### config.mk
export PLATFORM = sky130hd
export DESIGN_NAME = osd_mam_wb_burst_if
export DESIGN_NICKNAME = d
export VERILOG_FILES = /design/src/rtl/osd_mam_wb_burst_if.sv
export SDC_FILE = /design/constraint.sdc
export NUM_CORES = 1
export LEC_CHECK = 0
export CORE_UTILIZATION = 34
export DETAILED_ROUTE_END_ITERATION = 8
export PLACE_DENSITY_LB_ADDON = 0.25
export SLEW_MARGIN = 20
export SYNTH_ARGS = -nofsm -noshare
export SYNTH_HDL_FRONTEND = slang
export SYNTH_SLANG_ARGS = --single-unit
### constraint.sdc
create_clock -name clk_i -period 11.9 [get_ports clk_i]
set_input_delay 2.975 -clock clk_i [delete_from_list [all_inputs] [get_ports clk_i]]
set_output_delay 2.975 -clock clk_i [all_outputs]
set_load 0.05 [all_outputs]
### src/rtl/osd_mam_wb_burst_if.sv
// Bridge from MAM request/write/read streams to a Wishbone B3 master with optional incrementing bursts.
// Latency: read strobe 1 cycle after request accept; minimum 2 cycles per beat in either direction.
// Backpressure: req_ready only in IDLE; write_ready only in WDATA; read_valid holds in RHOLD until read_ready.
module osd_mam_wb_burst_if #(
  parameter int DATA_WIDTH     = 32,
  parameter int ADDR_WIDTH     = 32,
  parameter int BURST_MODE     = 1,
  parameter int TIMEOUT_CYCLES = 1024
) (
  input  logic                    clk_i,
  input  logic                    rst_i,
  input  logic                    req_valid,
  output logic                    req_ready,
  input  logic                    req_rw,
  input  logic [ADDR_WIDTH-1:0]   req_addr,
  input  logic                    req_burst,
  input  logic [13:0]             req_beats,
  input  logic                    write_valid,
  output logic                    write_ready,
  input  logic [DATA_WIDTH-1:0]   write_data,
  input  logic [DATA_WIDTH/8-1:0] write_strb,
  output logic                    read_valid,
  input  logic                    read_ready,
  output logic [DATA_WIDTH-1:0]   read_data,
  output logic                    cyc_o,
  output logic                    stb_o,
  output logic                    we_o,
  input  logic                    ack_i,
  input  logic                    err_i,
  output logic [ADDR_WIDTH-1:0]   addr_o,
  output logic [DATA_WIDTH-1:0]   dat_o,
  input  logic [DATA_WIDTH-1:0]   dat_i,
  output logic [DATA_WIDTH/8-1:0] sel_o,
  output logic [2:0]              cti_o,
  output logic [1:0]              bte_o,
  output logic                    busy_o,
  output logic [15:0]             err_count_o
);

  localparam int SW = DATA_WIDTH / 8;
  localparam int TW = (TIMEOUT_CYCLES > 1) ? $clog2(TIMEOUT_CYCLES) : 1;

  typedef enum logic [2:0] {IDLE, WDATA, WBUS, RBUS, RHOLD} state_t;

  state_t          state;
  logic [13:0]     beats_left;   // beats still to terminate, including the current one
  logic            multi;        // request has more than one beat
  logic [TW-1:0]   tmo_cnt;      // strobe cycles already elapsed on the current beat
  logic [13:0]     req_cnt;
  logic            tmo_hit;
  logic            term;
  logic            term_err;
  logic            last_beat;

  // Burst tag for a beat: incrementing burst until the final beat, classic otherwise.
  function automatic logic [2:0] cti_for(input logic is_multi, input logic is_last);
    if (BURST_MODE != 0 && is_multi)
      return is_last ? 3'b111 : 3'b010;
    return 3'b000;
  endfunction

  // Beat termination decode: err wins over a simultaneous ack; timeout behaves as err.
  always_comb begin
    req_cnt   = (req_burst && req_beats != 14'd0) ? req_beats : 14'd1;
    tmo_hit   = (TIMEOUT_CYCLES != 0) && stb_o && (tmo_cnt == TW'(TIMEOUT_CYCLES - 1));
    term      = stb_o && (ack_i || err_i || tmo_hit);
    term_err  = stb_o && (err_i || tmo_hit);
    last_beat = (beats_left == 14'd1);
  end

  assign bte_o = 2'b00;

  // Single FSM with all bus and stream outputs registered.
  always_ff @(posedge clk_i or posedge rst_i) begin
    if (rst_i) begin
      state       <= IDLE;
      beats_left  <= '0;
      multi       <= 1'b0;
      tmo_cnt     <= '0;
      req_ready   <= 1'b0;
      write_ready <= 1'b0;
      read_valid  <= 1'b0;
      read_data   <= '0;
      cyc_o       <= 1'b0;
      stb_o       <= 1'b0;
      we_o        <= 1'b0;
      addr_o      <= '0;
      dat_o       <= '0;
      sel_o       <= '0;
      cti_o       <= 3'b000;
      busy_o      <= 1'b0;
      err_count_o <= '0;
    end else begin
      // stb always drops between beats, so idling the counter while stb is low restarts it per beat
      if (!stb_o) tmo_cnt <= '0;
      else        tmo_cnt <= tmo_cnt + 1'b1;

      if (term_err && err_count_o != 16'hFFFF)
        err_count_o <= err_count_o + 16'd1;

      case (state)
        IDLE: begin
          if (!req_ready) begin
            req_ready <= 1'b1;
          end else if (req_valid) begin
            req_ready  <= 1'b0;
            busy_o     <= 1'b1;
            addr_o     <= req_addr;
            we_o       <= req_rw;
            beats_left <= req_cnt;
            multi      <= (req_cnt > 14'd1);
            if (req_rw) begin
              write_ready <= 1'b1;
              state       <= WDATA;
            end else begin
              cyc_o <= 1'b1;
              stb_o <= 1'b1;
              sel_o <= '1;
              cti_o <= cti_for(req_cnt > 14'd1, req_cnt == 14'd1);
              state <= RBUS;
            end
          end
        end
        WDATA: begin
          if (write_valid) begin
            write_ready <= 1'b0;
            dat_o       <= write_data;
            sel_o       <= write_strb;
            cyc_o       <= 1'b1;
            stb_o       <= 1'b1;
            cti_o       <= cti_for(multi, last_beat);
            state       <= WBUS;
          end
        end
        WBUS: begin
          if (term) begin
            stb_o      <= 1'b0;
            beats_left <= beats_left - 14'd1;
            if (!last_beat) begin
              addr_o      <= addr_o + ADDR_WIDTH'(SW);
              write_ready <= 1'b1;
              state       <= WDATA;
            end else begin
              cyc_o  <= 1'b0;
              we_o   <= 1'b0;
              cti_o  <= 3'b000;
              busy_o <= 1'b0;
              state  <= IDLE;
            end
          end
        end
        RBUS: begin
          if (term) begin
            stb_o      <= 1'b0;
            read_valid <= 1'b1;
            read_data  <= term_err ? '0 : dat_i;
            beats_left <= beats_left - 14'd1;
            state      <= RHOLD;
          end
        end
        RHOLD: begin
          if (read_ready) begin
            read_valid <= 1'b0;
            if (beats_left != 14'd0) begin
              addr_o <= addr_o + ADDR_WIDTH'(SW);
              stb_o  <= 1'b1;
              cti_o  <= cti_for(multi, beats_left == 14'd1);
              state  <= RBUS;
            end else begin
              cyc_o  <= 1'b0;
              cti_o  <= 3'b000;
              busy_o <= 1'b0;
              state  <= IDLE;
            end
          end
        end
        default: state <= IDLE;
      endcase
    end
  end

endmodule

==> results.py, run 1 <==
metrics = {
    "sta": {
        "fin_crit_ps": 5019,
        "rsz0062_at_grt": "no",
        "tns_ps": 0,
        "setup_violations": 0,
        "finClkSkew_ps": 11.60,
        "slew_headroom_pct": 35.19,
        "slew_violations": 0,
        "final-hold-violation-count": 0,
        "final.period_utilization_pct": 42.18,
        "layout_setup_ws_ps": 6881,
        "fmax_mhz": 199.2,
        "worst_pin_slew_ps": 972.1,
    },
    "critical_path": {
        "critPathMaxStageDelay_ps": 710,
        "worstPathMaxFanout": 20,
        "r2r_setup_slack_ps": 8930,
        "rr_worst_depth": 6,
        "r2r_start": "stb_o$_DFFE_PP0P_",
        "worst-path-buf-inv": 2,
        "end_kind": "flop",
        "slowest_stage": "nor2_2",
        "cp-start-kind": "primary input",
        "cp.required_ps": 12150,
        "crit_chain": "clkdlybuf4s50_1 -> nor2_1 -> o21ai_0 -> o221ai_1 -> buf_4 -> nor2_2 -> a21oi_1",
        "r2r_end": "addr_o[25]$_DFFE_PP0P_",
        "worstSetupPathType": "primary input to flop",
        "crit_family": "simple AND/OR/NAND/NOR gates",
        "cp_data_arrival_time_ps": 5270,
    },
    "synth": {
        "synth_top_cell_area_share_pct": 50.23,
        "ys_seq_elements": 153,
        "yosys_warnings": 0,
        "synth-edff-count": 0,
        "synthTopCellsByArea": "dfrtp_1 50%, o21ai_0 6.2%, nand2_1 6.2%, mux2_2 4.9%, a21oi_1 3.0%",
        "synth_area_per_cell_um2": 9.318,
        "synth_top_area_cell": "dfrtp_1",
        "syn_area_um2": 7622,
        "post_synth_inst_count": 818,
        "synth_ff_type": "dfrtp_1",
        "synthArstFlopShare_pct": 100.0,
        "synth_cell_types": 62,
        "yosysSeqAreaShare_pct": 50.23,
    },
    "min_path": {
        "hold_depth": 1,
        "hp-start": "tmo_cnt[0]$_DFF_PP0_",
        "hold_path_class": "flop to flop",
        "holdPathEnd": "tmo_cnt[0]$_DFF_PP0_",
    },
    "clocking": {
        "post_cts_buffers": 0,
        "hold_buffers": 0,
        "post_cts_resize_count": 0,
        "cts_buffer_depth": 2,
        "ctsRootBufferMaster": "clkbuf_16",
        "clk_pin_slew_ps": 70,
        "htree_levels": 4,
        "cts_tree": "yes",
        "cts_sinks": 153,
        "clk_latency_ps": 420,
        "numCtsBuffers": 17,
    },
    "route": {
        "wl_per_cell_um": 16.71,
        "drc": 0,
        "first_pass_iters": 5,
        "vias_per_cell": 5.239,
        "wirelength_um": 22270,
        "drtIter0Drc": 334,
        "vias": 6984,
        "ant_nets": 0,
    },
    "cells_and_area": {
        "area_growth_pct": 42.91,
        "fin_area_um2": 10890,
        "nets": 1168,
        "diodes": 0,
        "final_cells": 1333,
        "drive_gt1_share_pct": 8.832,
        "layout_commonest_cell": "clkdlybuf4s50_1",
        "final_cell_mix": "248 x clkdlybuf4s50_1, 153 x dfrtp_1, 125 x nand2_1",
    },
    "global_route": {
        "grt_max_degree": 80,
        "antenna_found_initial": 0,
        "grt_pass1_wl_um": 34980,
        "first_global_vias": 6571,
        "overflow": 0,
        "track_usage_pct": 19.43,
    },
    "placed_design": {
        "placed_area_um2": 10300,
        "dpl.hpwl_um": 15850,
        "place_inst": 1301,
        "port_buffers": 248,
        "post-place-ws_ps": 6493,
        "routabilityCongestion": 0.8674,
    },
    "pwr": {
        "p_per_area_nw_per_um2": 313.8,
        "power.leakage_nw": 4.418,
        "vdd_drop_max_v": 0.0001252,
    },
    "floorplanning": {
        "initial_core_util_pct": 34.82,
        "rows": 54,
        "io_pins": 251,
        "core-area_um2": 21890,
        "die-area_um2": 23020,
        "die_width_um": 151.7,
        "die_h_um": 151.7,
    },
    "run": {
        "drv_cap": 0,
    },
    "outcome": {
        "status": "finished, final reports clean",
    },
}
## registers in the layout, summed over array words and instances, names as in the netlist, 2 cells and up
name	cells
addr_o	32
dat_o	32
read_data	32
err_count_o	16
beats_left	14
tmo_cnt	10
sel_o	4
state	3
cti_o	2
## cells by family after synthesis
| kind of cell | synth area share [%] |
|---|---|
| compound gates | 18.57 |
| xor+xnor | 2.298 |
| fa+ha+maj | 0.8207 |
| buf+inv | 3.841 |
| flops | 50.23 |
| mux | 4.875 |
| other cells | 0.04920 |
| simple gates | 19.32 |
## final cells by class
class / count / area, µm²
timing repair buffer: 256 / 2542
sequential: 153 / 3829
clock inverter: 15 / 153.9
fill: 2147 / 11000
tap: 280 / 350.3
inverter: 15 / 61.31
multi-input combinational: 597 / 3531
clock buffer: 17 / 425.4
## metrics by stage
stage	power [W]	hold slack [ps]	utilization, %
6_report	0.003418	463.3	49.76
5_1_grt	0.003635	505.9	49.76
4_1_cts	0.003438	461.6	49.71
3_5_place_dp	0.002891	452.6	47.06
3_3_place_gp	0.002867	445.5	47.06
2_1_floorplan	0.002263	424.8	-
## worst reg2reg max path, cell delays in order, from the launching register on
cell and delay (ps):
dfrtp_1 610, inv_1 310, nor4_1 580, o221ai_1 200, buf_4 230, nor2_2 720
a21oi_1 160
## report_power, final
group | leakage [nW] | total (W) | switching [W] | internal, W
sequential | 1.88 | 0.000947 | 0.000211 | 0.000736
combinational | 2.26 | 0.00193 | 0.00127 | 0.000664
clock | 0.281 | 0.000538 | 0.000242 | 0.000297
total | 4.42 | 0.00342 | 0.00172 | 0.00170
## layer usage
metal | wire length, µm | track usage (%)
met1 | 9813 | 26.32
met2 | 10700 | 30.70
met3 | 1587 | 5.180
met4 | 172 | 4.802
met5 | 0 | 0
## Yosys cell counts, types with 5 or more instances
master / number
dfrtp_1: 153
xnor2_1: 10
nand2_1: 125
a2bb2oi_1: 8
nand3_1: 35
ha_1: 5
clkbuf_1: 40
a31oi_1: 20
nand4_1: 14
nor4_1: 12
a22oi_1: 7
and3_1: 7
o22ai_1: 11
o31ai_1: 10
nor3_1: 30
nor2_1: 41
or3_1: 7
a21oi_1: 46
and2_1: 5
mux2_2: 33
buf_2: 9
o21ai_0: 94
inv_1: 15
xor2_1: 10
## worst max path at each step
stage / slack (ps) / end / startpoint / cells past startpoint
3_3_place_gp: 6500 / addr_o[3]$_DFFE_PP0P_ / err_i / 7
3_5_place_dp: 6490 / addr_o[25]$_DFFE_PP0P_ / err_i / 7
4_1_cts: 6940 / addr_o[25]$_DFFE_PP0P_ / err_i / 7
6_report: 6880 / addr_o[25]$_DFFE_PP0P_ / err_i / 7
2_1_floorplan: 4800 / addr_o[0]$_DFFE_PP0P_ / rst_i / 1
5_1_grt: 6690 / addr_o[3]$_DFFE_PP0P_ / err_i / 7
(Power assumes the default switching activity.)
==> inputs of run 2 (changes only) <==
==> constraint.sdc (replaced) <==
create_clock -name clk_i -period 5.16 [get_ports clk_i]
set_input_delay 1.29 -clock clk_i [delete_from_list [all_inputs] [get_ports clk_i]]
set_output_delay 1.29 -clock clk_i [all_outputs]
set_load 0.05 [all_outputs]
==> results.py, run 2 (synthesis gave the netlist of run 1 again) <==
metrics = {
    "sta": {
        "worst_pin_slew_ps": 899.3,
        "slew_violations": 0,
        "slew_headroom_pct": 39.98,
        "setup_violations": 0,
        "tns_ps": 0,
        "layout_setup_ws_ps": 1739,
        "finClkSkew_ps": 9.680,
        "rsz0062_at_grt": "no",
        "final-hold-violation-count": 0,
        "fmax_mhz": 292.3,
        "fin_crit_ps": 3421,
        "final.period_utilization_pct": 66.31,
    },
    "critical_path": {
        "worstSetupPathType": "primary input to flop",
        "cp-start-kind": "primary input",
        "r2r_setup_slack_ps": 2100,
        "worstPathMaxFanout": 20,
        "cp-startpoint": "err_i",
        "r2r_start": "stb_o$_DFFE_PP0P_",
        "endpoint": "addr_o[3]$_DFFE_PP0P_",
        "end_kind": "flop",
        "cp_data_arrival_time_ps": 3680,
        "r2r_end": "addr_o[3]$_DFFE_PP0P_",
        "rr_worst_depth": 6,
        "cp.required_ps": 5420,
    },
    "cells_and_area": {
        "nets": 1168,
        "fillers": 2083,
        "diodes": 0,
        "layout_commonest_cell": "clkdlybuf4s50_1",
        "top_regs": "addr_o x32, dat_o x32, read_data x32",
        "final_cell_mix": "248 x clkdlybuf4s50_1, 153 x dfrtp_1, 125 x nand2_1",
        "drive_gt1_share_pct": 8.737,
        "final_cells": 1333,
        "area_growth_pct": 43.17,
    },
    "clocking": {
        "post_cts_resize_count": 0,
        "cts_buffer_depth": 2,
        "clk_pin_slew_ps": 60,
        "htree_levels": 4,
        "post_cts_buffers": 0,
        "hold_buffers": 0,
        "clk_latency_ps": 430,
        "ctsRootBufferMaster": "clkbuf_16",
        "numCtsBuffers": 17,
        "cts_tree": "yes",
        "cts_sinks": 153,
    },
    "global_route": {
        "first_global_vias": 6427,
        "grt_max_degree": 154,
        "antenna_found_initial": 0,
        "grt_pass1_wl_um": 34700,
        "overflow": 0,
        "track_usage_pct": 19.46,
    },
    "placed_design": {
        "port_buffers": 248,
        "dpl.hpwl_um": 15560,
        "place_inst": 1301,
        "post-place-ws_ps": 1353,
        "routabilityCongestion": 0.8882,
    },
    "floorplanning": {
        "io_pins": 251,
        "rows": 54,
        "initial_core_util_pct": 34.82,
        "die-area_um2": 23020,
        "die_h_um": 151.7,
        "die_width_um": 151.7,
        "core-area_um2": 21890,
    },
    "route": {
        "wirelength_um": 22480,
        "routed.top_layer": "met4",
        "wl_met1_um": 9627,
        "wl_per_cell_um": 16.86,
        "ant_nets": 0,
        "vias_per_cell": 5.268,
        "drtIter0Drc": 359,
        "drc": 0,
        "first_pass_iters": 5,
        "met2WireLength_um": 10770,
        "wl_met3_um": 1817,
        "vias": 7022,
    },
    "min_path": {
        "hp-start": "tmo_cnt[0]$_DFF_PP0_",
        "hold_path_class": "flop to flop",
    },
    "pwr": {
        "vdd_drop_max_v": 0.0002771,
        "power_w": 0.007903,
        "power.leakage_nw": 4.411,
        "p_per_area_nw_per_um2": 724.2,
    },
    "outcome": {
        "status": "finished, final reports clean",
    },
    "run": {
        "drv_cap": 0,
    },
}
==> run 2: where the power goes <==
part / total [W] / internal, W / switching, W
clock network: 0.00126 / 0.000730 / 0.000526
registers: 0.00219 / 0.00170 / 0.000487
logic: 0.00446 / 0.00153 / 0.00293
total: 0.00790 / 0.00396 / 0.00394
==> run 2: cell type report <==
class | instances | area (µm²) | area share [%]
flip-flops and latches | 153 | 3829 | 35.08
multi-input cells | 597 | 3531 | 32.35
repair buffers | 256 | 2555 | 23.41
clock buffers | 19 | 442.9 | 4.059
well taps | 280 | 350.3 | 3.210
clock inverters | 13 | 145.1 | 1.330
inverters | 15 | 60.06 | 0.5503
==> run 2: how the worst min path moves through the flow <==
stage / slack (ps) / depth (start not counted) / end
after floorplan: 420 / 1 / tmo_cnt[0]$_DFF_PP0_
after global placement: 440 / 1 / tmo_cnt[0]$_DFF_PP0_
after detailed placement: 450 / 1 / tmo_cnt[0]$_DFF_PP0_
after CTS: 460 / 1 / tmo_cnt[0]$_DFF_PP0_
after global routing: 490 / 1 / tmo_cnt[0]$_DFF_PP0_
final: 460 / 1 / tmo_cnt[0]$_DFF_PP0_
==> run 2: critical path, cell delays in order <==
cell	delay (ps)
clkdlybuf4s50_1	580
nor2_1	150
o21ai_0	330
o221ai_1	200
buf_4	240
nor2_2	710
a31oi_1	160
==> run 2: metal layers <==
| metal | global-route usage, % | up-vias |
|---|---|---|
| met5 | 0 | - |
| met3 | 5.180 | 13 |
| met2 | 30.09 | 254 |
| met1 | 26.18 | 3349 |
| li1 | - | 3406 |
| met4 | 6.733 | 0 |
==> run 2: per-stage QoR <==
stage	instance area [µm²]	hold WS [ps]	util (%)
2_1_floorplan	7630	424.8	-
3_3_place_gp	10310	443.0	47.11
3_5_place_dp	10310	449.5	47.11
4_1_cts	10900	459.1	49.80
5_1_grt	10910	494.9	49.85
6_report	10910	459.6	49.85
==> RTL edit 1 (settings of run 1) <==
Change the parameter `DATA_WIDTH` from 32 to 64.
--- a/src/rtl/osd_mam_wb_burst_if.sv
+++ b/src/rtl/osd_mam_wb_burst_if.sv
@@ -4,3 +4,3 @@
 module osd_mam_wb_burst_if #(
-  parameter int DATA_WIDTH     = 32,
+  parameter int DATA_WIDTH     = 64,
   parameter int ADDR_WIDTH     = 32,
Interface: changed (6 resized); port bits go from 251 to 387. The function was not compared with the original's and may differ.
==> RTL edit 1 against run 1 <==
Register-to-register slack lost 580 ps; synthesized area grew 35%; critical endpoint is now read_data[49]; cell count grew 33%; count of clock-buffer cells in the layout grew 17; total power grew 46%; critical path type unchanged; cell area grew 40%; first-iteration DRC count grew 110%; largest cell class unchanged; sequential cell count grew 68; routed wire length grew 39%; worst setup slack lost 130 ps; clock skew shrank 2.1 ps.
==> RTL edit 1: results <==
export IMPL_status="finished clean"
export IMPL_gp_congestion=0.846
export IMPL_vias=9042
export IMPL_finalClockSkew_ps=9.54
export IMPL_ys_top_cells_by_area="dfrtp_1 (54%), mux2_2 (7.9%), nand2_1 (6.6%)"
export IMPL_critPathMaxFanout=110
export IMPL_cts_buffers=25
export IMPL_gr_usage_met3=0.0579
export IMPL_r2r_slack_ps=8350
export IMPL_worst_ep_arrival_time_ps=5500
export IMPL_wl_met1_microns=12900
export IMPL_ys_types=67
export IMPL_wl_met2_microns=14500
export IMPL_met2_usage=0.315
export IMPL_top_regs="dat_o x64, read_data x64, addr_o x32"
export IMPL_dp_hpwl_microns=21700
export IMPL_cpPeakStageDelay_ps=800
export IMPL_pre_cts_ws_ps=6190
export IMPL_grt_pass1_vias=8760
export IMPL_grt_first_pass_wirelength_microns=48400
export IMPL_drt_initial_drc_count=701
export IMPL_antenna_found_initial=1
export IMPL_route_met3_wl_microns=2980
export IMPL_clockBufferDepth=3
export IMPL_nFillCells=2693
export IMPL_grt_max_degree=111
export IMPL_htreeDepth=1
export IMPL_wl_per_cell_microns=17.5
export IMPL_fin_nets=1562
export IMPL_worstSkewPairLatency_ps=520
export IMPL_ir_worst_vdd_uv=165
export IMPL_met1_usage=0.252
export IMPL_synth_common_cells="dfrtp_1 (221), nand2_1 (180), o21ai_0 (105)"
export IMPL_synth_top_cell_area_share=0.537
export IMPL_p_leak_nw=6.27
export IMPL_ys_seq_area_frac=0.537
RTL edit 1: report_power, final:
part	internal (mW)	total (mW)	switching, mW	leakage [nW]
Sequential	1.09	1.38	0.284	2.72
Combinational	0.967	2.77	1.80	3.11
Clock	0.524	0.837	0.313	0.439
RTL edit 1: cells by family after synthesis:
family | Yosys count | synth area share
xor gates and xnor gates | 19 | 0.0162
and+or+nand+nor | 355 | 0.163
muxes | 76 | 0.0826
other | 1 | 0.000364
buffers and inverters | 84 | 0.0376
DFF | 221 | 0.537
adders and majority gates | 5 | 0.00608
AOI/OAI and AO/OA | 253 | 0.157
RTL edit 1: final cells by class:
type / instances / share of cell area
multi-input combinational: 710 / 0.288
clock buffer: 34 / 0.0464
antenna: 1 / 0.000164
clock inverter: 11 / 0.0119
sequential: 221 / 0.362
timing repair buffer: 394 / 0.256
inverter: 14 / 0.00393
tap: 390 / 0.0319
RTL edit 1: per-stage QoR:
step	hold WS [ps]	instances	cell area [sq um]
3_3_place_gp	439	1729	14400
3_5_place_dp	447	1729	14400
2_1_floorplan	425	1015	10300
5_1_grt	489	1774	15300
4_1_cts	463	1774	15300
6_report	468	1775	15300
RTL edit 1: worst paths after layout:
| check | startpoint | endpoint | cells past startpoint |
|---|---|---|---|
| worst max-delay path | err_i | read_data[49] | 6 |
| worst min-delay path | tmo_cnt[0] | tmo_cnt[0] | 1 |
| worst max register to register | state[1] | read_data[60] | 5 |
| worst min register to register | tmo_cnt[0] | tmo_cnt[0] | 1 |
| max in group asynchronous | rst_i | addr_o[29] | 3 |
| min in group asynchronous | rst_i | read_data[53] | 2 |
==> RTL edit 2 (config.mk and constraints of run 1) <==
Without the edit above. Make the reset (`rst_i`) synchronous in one clocked block.
--- a/src/rtl/osd_mam_wb_burst_if.sv
+++ b/src/rtl/osd_mam_wb_burst_if.sv
@@ -73,3 +73,3 @@
   // Single FSM with all bus and stream outputs registered.
-  always_ff @(posedge clk_i or posedge rst_i) begin
+  always_ff @(posedge clk_i) begin
     if (rst_i) begin
Check against the original RTL: differs if rst_i is asserted again (counterexample within 4 cycles, from zero or initial values and one cycle with rst_i high); with rst_i held inactive, the same outputs for 4 cycles.
==> RTL edit 2 against run 1 <==
Combinational power down 49%; cell area fell by 2.3%; utilization rose by 0.42 points; count of clock-buffer cells in the layout up 1; critical path type unchanged; global-route usage rose by 1.9 points; total power is 34% lower; highest routed layer unchanged; cell count increased by 7.8%; synthesized area decreased by 2.6%; worst setup slack gained 55 ps; fmax grew 1.1%; routed wire length increased by 7.9%; die area shrank 2.6%; sequential cell count did not move.
==> RTL edit 2: results <==
export IMPL_p_switching_mw=0.992
export IMPL_r2r_end="addr_o[24]"
export IMPL_ir_worst_vdd_uv=96.4
export IMPL_async_flop_share=0
export IMPL_grt_max_degree=76
export IMPL_synth_top_cell_area_share=0.413
export IMPL_cp_top_family="buffers and inverters"
export IMPL_status="finished clean"
export IMPL_ys_seq_area_frac=0.413
export IMPL_finalClockSkew_ps=9.62
export IMPL_track_usage=0.213
export IMPL_cpPeakStageDelay_ps=590
export IMPL_dpl_instance_area_sq_um=10100
export IMPL_grt_pass1_vias=7128
export IMPL_min_delay_start="read_data[3]"
export IMPL_dp_hpwl_microns=16200
export IMPL_routed_wirelength_microns=24000
export IMPL_slowest_stage="or2_2"
export IMPL_drt_initial_drc_count=504
export IMPL_worst_ep_arrival_time_ps=5340
export IMPL_grt_first_pass_wirelength_microns=37800
export IMPL_p_leak_nw=3.54
export IMPL_drive_gt1_frac=0.0594
export IMPL_netlist_instances=942
export IMPL_critPathMaxFanout=39
==> RTL edit 2: cell count changes after synthesis, sizes merged, moves of 17 or more <==
cell / change
o21ai: -72
clkbuf: +17
nor2: +26
nand2: +25
mux2: -30
nand3: +24
dfxtp: +153
a211oi: +19
a21oi: +62
dfrtp: -153
==> RTL edit 2: through the flow <==
stage | util | setup WS, ps
final | 0.502 | 6940
after CTS | 0.502 | 6950
after global routing | 0.502 | 6760
after floorplan | - | 7520
after global placement | 0.474 | 6560
after detailed placement | 0.474 | 6510
==> RTL edit 2: routing by layer <==
metal	wire length, microns	vias up	track usage
met5	0	-	0
met4	281	0	0.0591
met3	1460	21	0.0476
met2	11500	225	0.340
met1	10700	3675	0.287
li1	-	3875	-
==> RTL edit 2: cells by family (layout without fill, tap and decap cells) <==
group	Yosys count	after routing	synth area share
buf+inv	92	311	0.0506
fa+ha+maj	5	5	0.00843
other cells	1	2	0.000505
simple gates	396	396	0.253
mux	5	5	0.00725
flops	153	153	0.413
xor+xnor	17	17	0.0201
compound gates	273	273	0.248
==> RTL edit 2: cell type report <==
class	instances	area (sq um)
Clock inverter	14	146
Tap cell	275	344
Fill cell	2107	10600
Inverter	19	71.3
Multi-Input combinational cell	698	4010
Timing Repair Buffer	260	2570
Clock buffer	18	439
Sequential cell	153	3060
==> RTL edit 2: worst min-delay path, stage by stage, from the launching register on <==
cell,delay [ps]
dfxtp_1,310
nand2_1,50
a21oi_1,50
==> RTL edit 2: worst min-delay path by stage <==
| stage | endpoint | slack, ps | cells after the start |
|---|---|---|---|
| floorplan | tmo_cnt[0] | 430 | 1 |
| global placement | read_data[24] | 440 | 2 |
| detailed placement | read_data[3] | 440 | 2 |
| CTS | read_data[11] | 450 | 2 |
| global route | read_data[19] | 460 | 2 |
| finish | read_data[3] | 450 | 2 |
==> RTL edit 2: power groups by stage <==
stage,Clock [mW],Sequential (mW),Combinational [mW]
final,0.547,0.712,0.980
after global routing,0.580,0.729,1.06
after CTS,0.561,0.711,0.980
after detailed placement,0,0.722,0.976
after global placement,0,0.722,0.974
after floorplan,0,0.924,0.464
